<file path="src/rtl/mini16sc_loader.sv">
// mini16sc_loader: streams a host program into instruction memory, releases the CPU, captures its mailbox result
// Ports: start/load_valid/load_ready/load_data/load_last form the host load handshake;
// mem_i_w_addr/mem_i_w_data/mem_i_we drive the instruction memory write port;
// cpu_soft_reset holds the CPU PC at 0; cpu_mem_d_* snoop CPU data writes;
// busy/done/result/timeout report session status.
// Define MINI16SC_LOADER_TIMEOUT_EN to enable the RUN watchdog (TIMEOUT_CYCLES); otherwise timeout stays 0.
module mini16sc_loader #(
  parameter int WIDTH_I = 16,
  parameter int DEPTH_I = 8,
  parameter int WIDTH_D = 16,
  parameter int DEPTH_D = 8,
  parameter int MAILBOX_ADDR = 255,
  parameter logic [31:0] TIMEOUT_CYCLES = 32'd65535
) (
  input  logic               clk,
  input  logic               reset,
  input  logic               start,
  input  logic               load_valid,
  output logic               load_ready,
  input  logic [WIDTH_I-1:0] load_data,
  input  logic               load_last,
  output logic [DEPTH_I-1:0] mem_i_w_addr,
  output logic [WIDTH_I-1:0] mem_i_w_data,
  output logic               mem_i_we,
  output logic               cpu_soft_reset,
  input  logic [DEPTH_D-1:0] cpu_mem_d_w_addr,
  input  logic [WIDTH_D-1:0] cpu_mem_d_w_data,
  input  logic               cpu_mem_d_we,
  output logic               busy,
  output logic               done,
  output logic [WIDTH_D-1:0] result,
  output logic               timeout
);
  typedef enum logic [1:0] {IDLE, LOAD, RUN, DONE} state_t;
  state_t state;
  logic [DEPTH_I-1:0] cnt;
  logic mbox;
  assign mbox = cpu_mem_d_we && cpu_mem_d_w_addr == DEPTH_D'(MAILBOX_ADDR);
`ifdef MINI16SC_LOADER_TIMEOUT_EN
  logic [31:0] wd;
`else
  logic unused_timeout_cycles;
  assign unused_timeout_cycles = ^TIMEOUT_CYCLES;
`endif
  always_ff @(posedge clk or posedge reset)
    if (reset) begin
      state <= IDLE;
      cnt <= '0;
      load_ready <= 1'b0;
      mem_i_w_addr <= '0;
      mem_i_w_data <= '0;
      mem_i_we <= 1'b0;
      cpu_soft_reset <= 1'b1;
      busy <= 1'b0;
      done <= 1'b0;
      result <= '0;
      timeout <= 1'b0;
`ifdef MINI16SC_LOADER_TIMEOUT_EN
      wd <= '0;
`endif
    end else begin
      mem_i_we <= 1'b0;
      case (state)
        IDLE, DONE: if (start) begin
          state <= LOAD;
          cnt <= '0;
          load_ready <= 1'b1;
          busy <= 1'b1;
          done <= 1'b0;
          timeout <= 1'b0;
        end
        LOAD: if (load_valid && load_ready) begin
          mem_i_we <= 1'b1;
          mem_i_w_addr <= cnt;
          mem_i_w_data <= load_data;
          cnt <= cnt + 1'b1;
          // the last address forces the end of the load so the write pointer never wraps
          if (load_last || &cnt) begin
            state <= RUN;
            load_ready <= 1'b0;
`ifdef MINI16SC_LOADER_TIMEOUT_EN
            wd <= '0;
`endif
          end
        end
        RUN: if (mbox) begin
          state <= DONE;
          result <= cpu_mem_d_w_data;
          done <= 1'b1;
          busy <= 1'b0;
          cpu_soft_reset <= 1'b1;
        end else begin
          // first RUN cycle still sees soft reset, so the CPU starts after the final write lands
          cpu_soft_reset <= 1'b0;
`ifdef MINI16SC_LOADER_TIMEOUT_EN
          wd <= wd + 32'd1;
          if (wd + 32'd1 >= TIMEOUT_CYCLES) begin
            state <= DONE;
            done <= 1'b1;
            busy <= 1'b0;
            cpu_soft_reset <= 1'b1;
            timeout <= 1'b1;
          end
`endif
        end
        default: state <= IDLE;
      endcase
    end
endmodule

</file>
<file path="config.mk">
export PLATFORM = sky130hd
export DESIGN_NAME = mini16sc_loader
export DESIGN_NICKNAME = d
export VERILOG_FILES = /design/src/rtl/mini16sc_loader.sv
export SDC_FILE = /design/constraint.sdc
export NUM_CORES = 1
export LEC_CHECK = 0
export ABC_AREA = 1
export BUFFER_PORTS_ARGS = -buffer_cell sky130_fd_sc_hd__buf_2
export CAP_MARGIN = 20
export CORE_UTILIZATION = 40
export DETAILED_ROUTE_END_ITERATION = 7
export PLACE_DENSITY = 0.79
export REMOVE_ABC_BUFFERS = 1
export SLEW_MARGIN = 20
export SYNTH_ARGS = -nofsm -noshare
export SYNTH_HDL_FRONTEND = slang
export SYNTH_SLANG_ARGS = --single-unit
</file>
<file path="constraint.sdc">
create_clock -name clk -period 2.4 [get_ports clk]
set_input_delay 0 -clock clk [delete_from_list [all_inputs] [get_ports clk]]
set_output_delay 0 -clock clk [all_outputs]
set_load 0.02 [all_outputs]
</file>
==> flow_metrics.tcl, run 1 <==
set metrics [dict create \
    status "completed" \
    synthDistinctLibCells 24 \
    ys_ff_latch 55 \
    path_buf_inv 1 \
    reg2reg_to "result[7]$_DFFE_PP0P_" \
    crit-reg2reg-launch "state[0]$_DFFE_PP0P_" \
    hold_ws_ns 0.117 \
    grt_pass1_wl_um 9430 \
    crit_start "state[0]$_DFFE_PP0P_" \
    grt_max_degree 34 \
    drc 0 \
    critPathCapture "result[7]$_DFFE_PP0P_" \
    clock-sinks 55 \
    powerDensity_nw_per_um2 888 \
    drv_cap 0 \
    gp_congestion 0.793 \
    synth_common_cells "nand2_1, dfrtp_1, inv_1" \
    synth_warnings 0 \
    tightest_slew_ns 0.918 \
    cp_top_family "simple AND/OR/NAND/NOR gates" \
    worstHoldPathType "in2reg" \
    cts_buffers 5 \
    synth-edff-count 0 \
    synth_largest_area_cell "dfrtp_1" \
    yosys.area.top_type_share_pct 54.6 \
    core_sq_um 5960 \
    dieArea_sq_um 6500 \
    dieWidth_um 80.6 \
    vias_per_cell 4.55 \
    setup_viol 0 \
    htreeDepth 2 \
    setup.worst_path.end_class "flip-flop" \
    io_buffers 90 \
    crit_path_start_kind "flip-flop" \
    cts_tree "yes" \
    arrival_ns 2.19 \
    drt_wl_total_um 5820 \
    insertion_delay_ns 0.30 \
    hold_viol 0 \
    finalSetupTns_ns 0 \
    num-fill-cells 543 \
    antenna_found_initial 0 \
    ys_seq_area_share_pct 55.7 \
    peakVddDrop_mv 0.452 \
    ios 92 \
    initialDrtViolationCount 176 \
    crit_chain "inv_1 -> ha_1 -> nand4_2 -> o21ai_1" \
    path_class "reg2reg" \
    rsz0062_at_grt "no" \
    syn_avg_cell_area_sq_um 8.62 \
    crit_required_ns 2.60 \
    design_power_total_mw 2.99 \
    cts.clk_slew.worst_paths_ns 0.09 \
    ys_async_sr_fraction_pct 100 \
    slowest_stage "nand4_2" \
    area_delta_synth_final_pct 36.1 \
    cts_root_buf "clkbuf_8" \
    cts.path.max_buffers 2 \
    reg2reg_slack_ns 0.41 \
    rows 28 \
    fmax_mhz 502 \
    vias 2213 \
    grt_pass1_vias 2054 \
    slowest_delay_ns 0.74 \
    drive_gt1_share_pct 28.2 \
    hold_path_startpoint "load_last" \
    fin_util_pct 56.5 \
    num_antenna_cells 0 \
    slew_violations 0 \
    yosys_most_used_dff "dfrtp_1" \
    layout.nets 460 \
    p_leak_nw 1.91 \
    fin_skew_ns 0.00403 \
    first_pass_iters 4 \
    hpwlAfterDp_um 3770 \
    synth_area_leaders "dfrtp_1, nand2_1, inv_1" \
    crit_fanout 33 \
    max_slew_margin_pct 38.7 \
    track_usage_pct 19.2 \
    die_h_um 80.6 \
    synth.cell_area_sq_um 2470 \
    start_util_pct 41.5 \
    grt_overflow 0 \
    fin_crit_sh_pct 83.0 \
    crit_cells 4 \
    rr_worst_depth 4 \
    ant_nets 0 \
    avgRoutedWirePerCell_um 12.0 \
    syn_inst 287 \
    period_needed_ns 1.99 \
    yosysMostFrequentCell "nand2_1" \
]
==> worst reg2reg max path: cells and delay by family, from the launching register on <==
family | cells | cell delay (ns)
simple gates | 1 | 0.74
flops | 1 | 0.42
fa+ha+maj | 1 | 0.23
compound gates | 1 | 0.43
buf+inv | 1 | 0.07
==> routing by layer <==
metal,vias up,wire (um),part of all wire (%),global-route usage [%]
met2,63,3050,52,32.3
li1,1124,-,-,-
met1,1020,2440,42,23.5
met5,-,0,0,0
met4,0,51,0.88,6.61
met3,6,287,4.9,5.34
==> cell usage in the layout, fill, tap and decap left out <==
master,Yosys,routed
dlygate4sd3_1,0,33
nor2_2,1,1
conb_1,1,1
inv_2,1,2
ha_1,4,4
dfrtp_1,54,54
o21a_1,1,1
inv_1,42,41
dfstp_2,1,1
buf_4,2,3
nand2_2,3,3
o21ai_1,11,11
a21oi_1,2,2
nand2_1,103,103
nand4_2,1,1
clkbuf_8,0,5
buf_2,2,90
nand3_1,9,9
clkbuf_1,1,3
nor2_4,1,1
nand4_1,7,7
nand3_2,1,1
o21ai_0,17,17
nor2_1,9,9
o21ai_2,8,8
==> stage by stage <==
step,instances,setup slack [ns],cell area [sq um]
4_1_cts,486,0.411,3370
6_report,486,0.408,3370
3_3_place_gp,445,0.539,2960
3_5_place_dp,445,0.448,2960
2_1_floorplan,277,0.326,2390
5_1_grt,486,0.209,3370
==> power breakdown <==
part	internal, mW	total [mW]	switching (mW)
registers	1.14	1.26	0.119
clock network	0.208	0.486	0.278
logic	0.424	1.24	0.820
==> how the worst min path moves through the flow <==
stage          depth (start not counted)  slack, ns                          end
6_report                               6       0.12       load_ready$_DFFE_PP0P_
5_1_grt                                6       0.12       load_ready$_DFFE_PP0P_
4_1_cts                                6       0.10       load_ready$_DFFE_PP0P_
3_5_place_dp                           2       0.06        result[4]$_DFFE_PP0P_
3_3_place_gp                           2       0.05       result[15]$_DFFE_PP0P_
2_1_floorplan                          2       0.11  mem_i_w_data[0]$_DFFE_PP0P_
==> timing repair <==
| item | CTS | global route |
|---|---|---|
| setup buffers | 0 | 0 |
| gates resized for setup | 0 | 0 |
| hold buffers | 33 | 0 |
| endpoints found under the hold margin | 55 | 0 |
==> registers in the layout (all words and copies together), names as in the netlist <==
signal          flops
result             16
mem_i_we            1
busy                1
cnt                 8
load_ready          1
done                1
cpu_soft_reset      1
mem_i_w_addr        8
state               2
mem_i_w_data       16
==> logic make-up (layout without fill, tap and decap cells) <==
group,count (synthesis),in the layout,synth area share (%)
AND/OR/NAND/NOR,135,135,23.0
flip-flops,55,55,55.7
buffers and inverters,53,177,9.96
AO/OA/AOI/OAI,39,39,9.21
adder cells (fa/ha/maj),4,4,2.02
other,1,1,0.152
==> area by class of cell <==
| type | instances | area [sq um] | share of cell area, % |
|---|---|---|---|
| repair buffers | 126 | 803 | 23.9 |
| multi-input cells | 179 | 850 | 25.2 |
| inverters | 43 | 161 | 4.80 |
| well taps | 75 | 93.8 | 2.79 |
| clock buffers | 8 | 80.1 | 2.38 |
| flip-flops and latches | 55 | 1380 | 40.9 |
No activity file was read; power rests on OpenSTA's default activity.
==> run 2: changes to the inputs <==
==> constraint.sdc (replaced) <==
create_clock -name clk -period 1.94 [get_ports clk]
set_input_delay 0 -clock clk [delete_from_list [all_inputs] [get_ports clk]]
set_output_delay 0 -clock clk [all_outputs]
set_load 0.02 [all_outputs]
==> run 2 against run 1 <==
  * First-iteration DRC count down 28%
  * Register-to-register slack worse by 0.18 ns
  * Clock-buffer cell count shrank 3
  * Fmax rose by 16%
  * Core utilization rose by 1.0 points
  * Worst hold slack got worse by 0.016 ns
  * Clock skew rose by 0.0046 ns
  * Largest power group unchanged
==> flow_metrics.tcl, run 2 (synthesis gave the netlist of run 1 again) <==
set metrics [dict create \
    status "completed" \
    hold_end "load_ready$_DFFE_PP0P_" \
    drv_cap 0 \
    rsz0062_at_grt "no" \
    grt_pass1_vias 2270 \
    ant_nets 0 \
    vias_per_cell 4.62 \
    hpwlAfterDp_um 3890 \
    grt_pass1_wl_um 9870 \
    crit_fanout 12 \
    fin_util_pct 57.5 \
    cts.clk_slew.worst_paths_ns 0.10 \
    clock-sinks 55 \
    final_cell_mix "nand2_1, buf_2, dfrtp_1, inv_1, dlygate4sd3_1" \
    slew_violations 0 \
    path_buf_inv 2 \
    hold_path_startpoint "load_last" \
    start_util_pct 41.5 \
    path_class "reg2reg" \
    core_sq_um 5960 \
    num_antenna_cells 0 \
    reg2reg_to "cnt[2]$_DFFE_PP0P_" \
    fmax_mhz 584 \
    grt_max_degree 34 \
    cts_root_buf "clkbuf_8" \
    final_common_cell "nand2_1" \
    max_slew_margin_pct 64.4 \
    period_needed_ns 1.71 \
    layout.nets 462 \
    reg_top3 "mem_i_w_data x16, result x16" \
    grt_overflow 0 \
    cp_common_cell "inv_1" \
    slowest_delay_ns 0.40 \
    worstHoldPathType "in2reg" \
    cp_top_family "simple AND/OR/NAND/NOR gates" \
    dieArea_sq_um 6500 \
    crit_required_ns 2.15 \
    p_leak_nw 1.94 \
    die_h_um 80.6 \
    drive_gt1_share_pct 29.3 \
    powerDensity_nw_per_um2 1130 \
    ios 92 \
    hold_path_depth 6 \
    insertion_delay_ns 0.31 \
    first_pass_iters 4 \
    avgRoutedWirePerCell_um 12.1 \
    post_cts_resized 0 \
    crit-reg2reg-launch "state[0]$_DFFE_PP0P_" \
    rows 28 \
    cts.path.max_buffers 2 \
    antenna_found_initial 0 \
    reg2reg_slack_ns 0.23 \
    setup_viol 0 \
    rr_worst_depth 8 \
    vias 2255 \
    arrival_ns 1.92 \
    crit_chain "inv_1 -> ha_1 -> nand2_1 -> nand2_2 -> nor2_4 -> inv_1 -> a21oi_1 -> nor2_1" \
    initialDrtViolationCount 126 \
    hold_ws_ns 0.101 \
    io_buffers 90 \
    track_usage_pct 20.1 \
    drc 0 \
    cts_buffers 5 \
    htreeDepth 2 \
    hold_viol 0 \
    crit_path_start_kind "flip-flop" \
    gp_congestion 0.769 \
    slowest_stage "dfrtp_1" \
    cts_tree "yes" \
    area_delta_synth_final_pct 38.5 \
    fin_crit_sh_pct 88.2 \
    tightest_slew_ns 0.533 \
    dieWidth_um 80.6 \
    fin_skew_ns 0.00865 \
    setup.worst_path.end_class "flip-flop" \
    drt_wl_total_um 5920 \
    peakVddDrop_mv 0.580 \
]
[run 2: cell type report]
type,count,area [sq um]
clock buffer,5,68.8
clock inverter,3,43.8
sequential,55,1380
inverter,43,161
fill,554,2530
tap,75,93.8
multi-input combinational,179,850
timing repair buffer,128,831
[run 2: worst min-delay path: stages]
cell     delay, ns
buf_2         0.07
nor2_1        0.04
nand2_2       0.09
nand2_1       0.07
nand2_1       0.05
o21ai_1       0.05
[run 2: worst max path at each step]
stage / cells past startpoint / slack, ns / to / start
after CTS: 8 / 0.23 / cnt[2]$_DFFE_PP0P_ / state[0]$_DFFE_PP0P_
after global placement: 8 / 0.30 / cnt[2]$_DFFE_PP0P_ / state[0]$_DFFE_PP0P_
after detailed placement: 8 / 0.24 / cnt[2]$_DFFE_PP0P_ / state[0]$_DFFE_PP0P_
final: 8 / 0.23 / cnt[2]$_DFFE_PP0P_ / state[0]$_DFFE_PP0P_
after global routing: 8 / 0.06 / cnt[3]$_DFFE_PP0P_ / state[0]$_DFFE_PP0P_
after floorplan: 6 / -0.13 / cnt[1]$_DFFE_PP0P_ / state[1]$_DFFE_PP0P_
[run 2: through the flow]
step | setup TNS, ns | setup slack [ns] | instances | instance area [sq um] | power (mW)
3_3_place_gp | 0 | 0.300 | 447 | 2980 | 3.02
2_1_floorplan | -1.64 | -0.134 | 277 | 2390 | 2.58
5_1_grt | 0 | 0.0555 | 488 | 3430 | 4.17
3_5_place_dp | 0 | 0.245 | 447 | 2980 | 3.08
4_1_cts | 0 | 0.230 | 488 | 3430 | 3.90
6_report | 0 | 0.228 | 488 | 3430 | 3.87
[run 2: report_power, final]
group          leakage (nW)  switching (mW)  internal [mW]
Combinational          1.15            1.01          0.540
Sequential            0.733           0.148           1.41
Clock                0.0581           0.381          0.385
Total                  1.94            1.54           2.34
[run 2: layer usage]
layer / global-route usage [%] / vias to the layer above / wire length, um
li1: - / 1128 / -
met1: 22.5 / 1049 / 2480
met2: 35.8 / 65 / 3110
met3: 4.55 / 13 / 244
met4: 9.11 / 0 / 86
met5: 0 / - / 0
[run 2: timing repair]
action                                  in CTS  in global routing
setup buffers                                0                  0
endpoints found under the setup margin       0                  0
endpoints found under the hold margin       56                  0
hold buffers                                33                  0
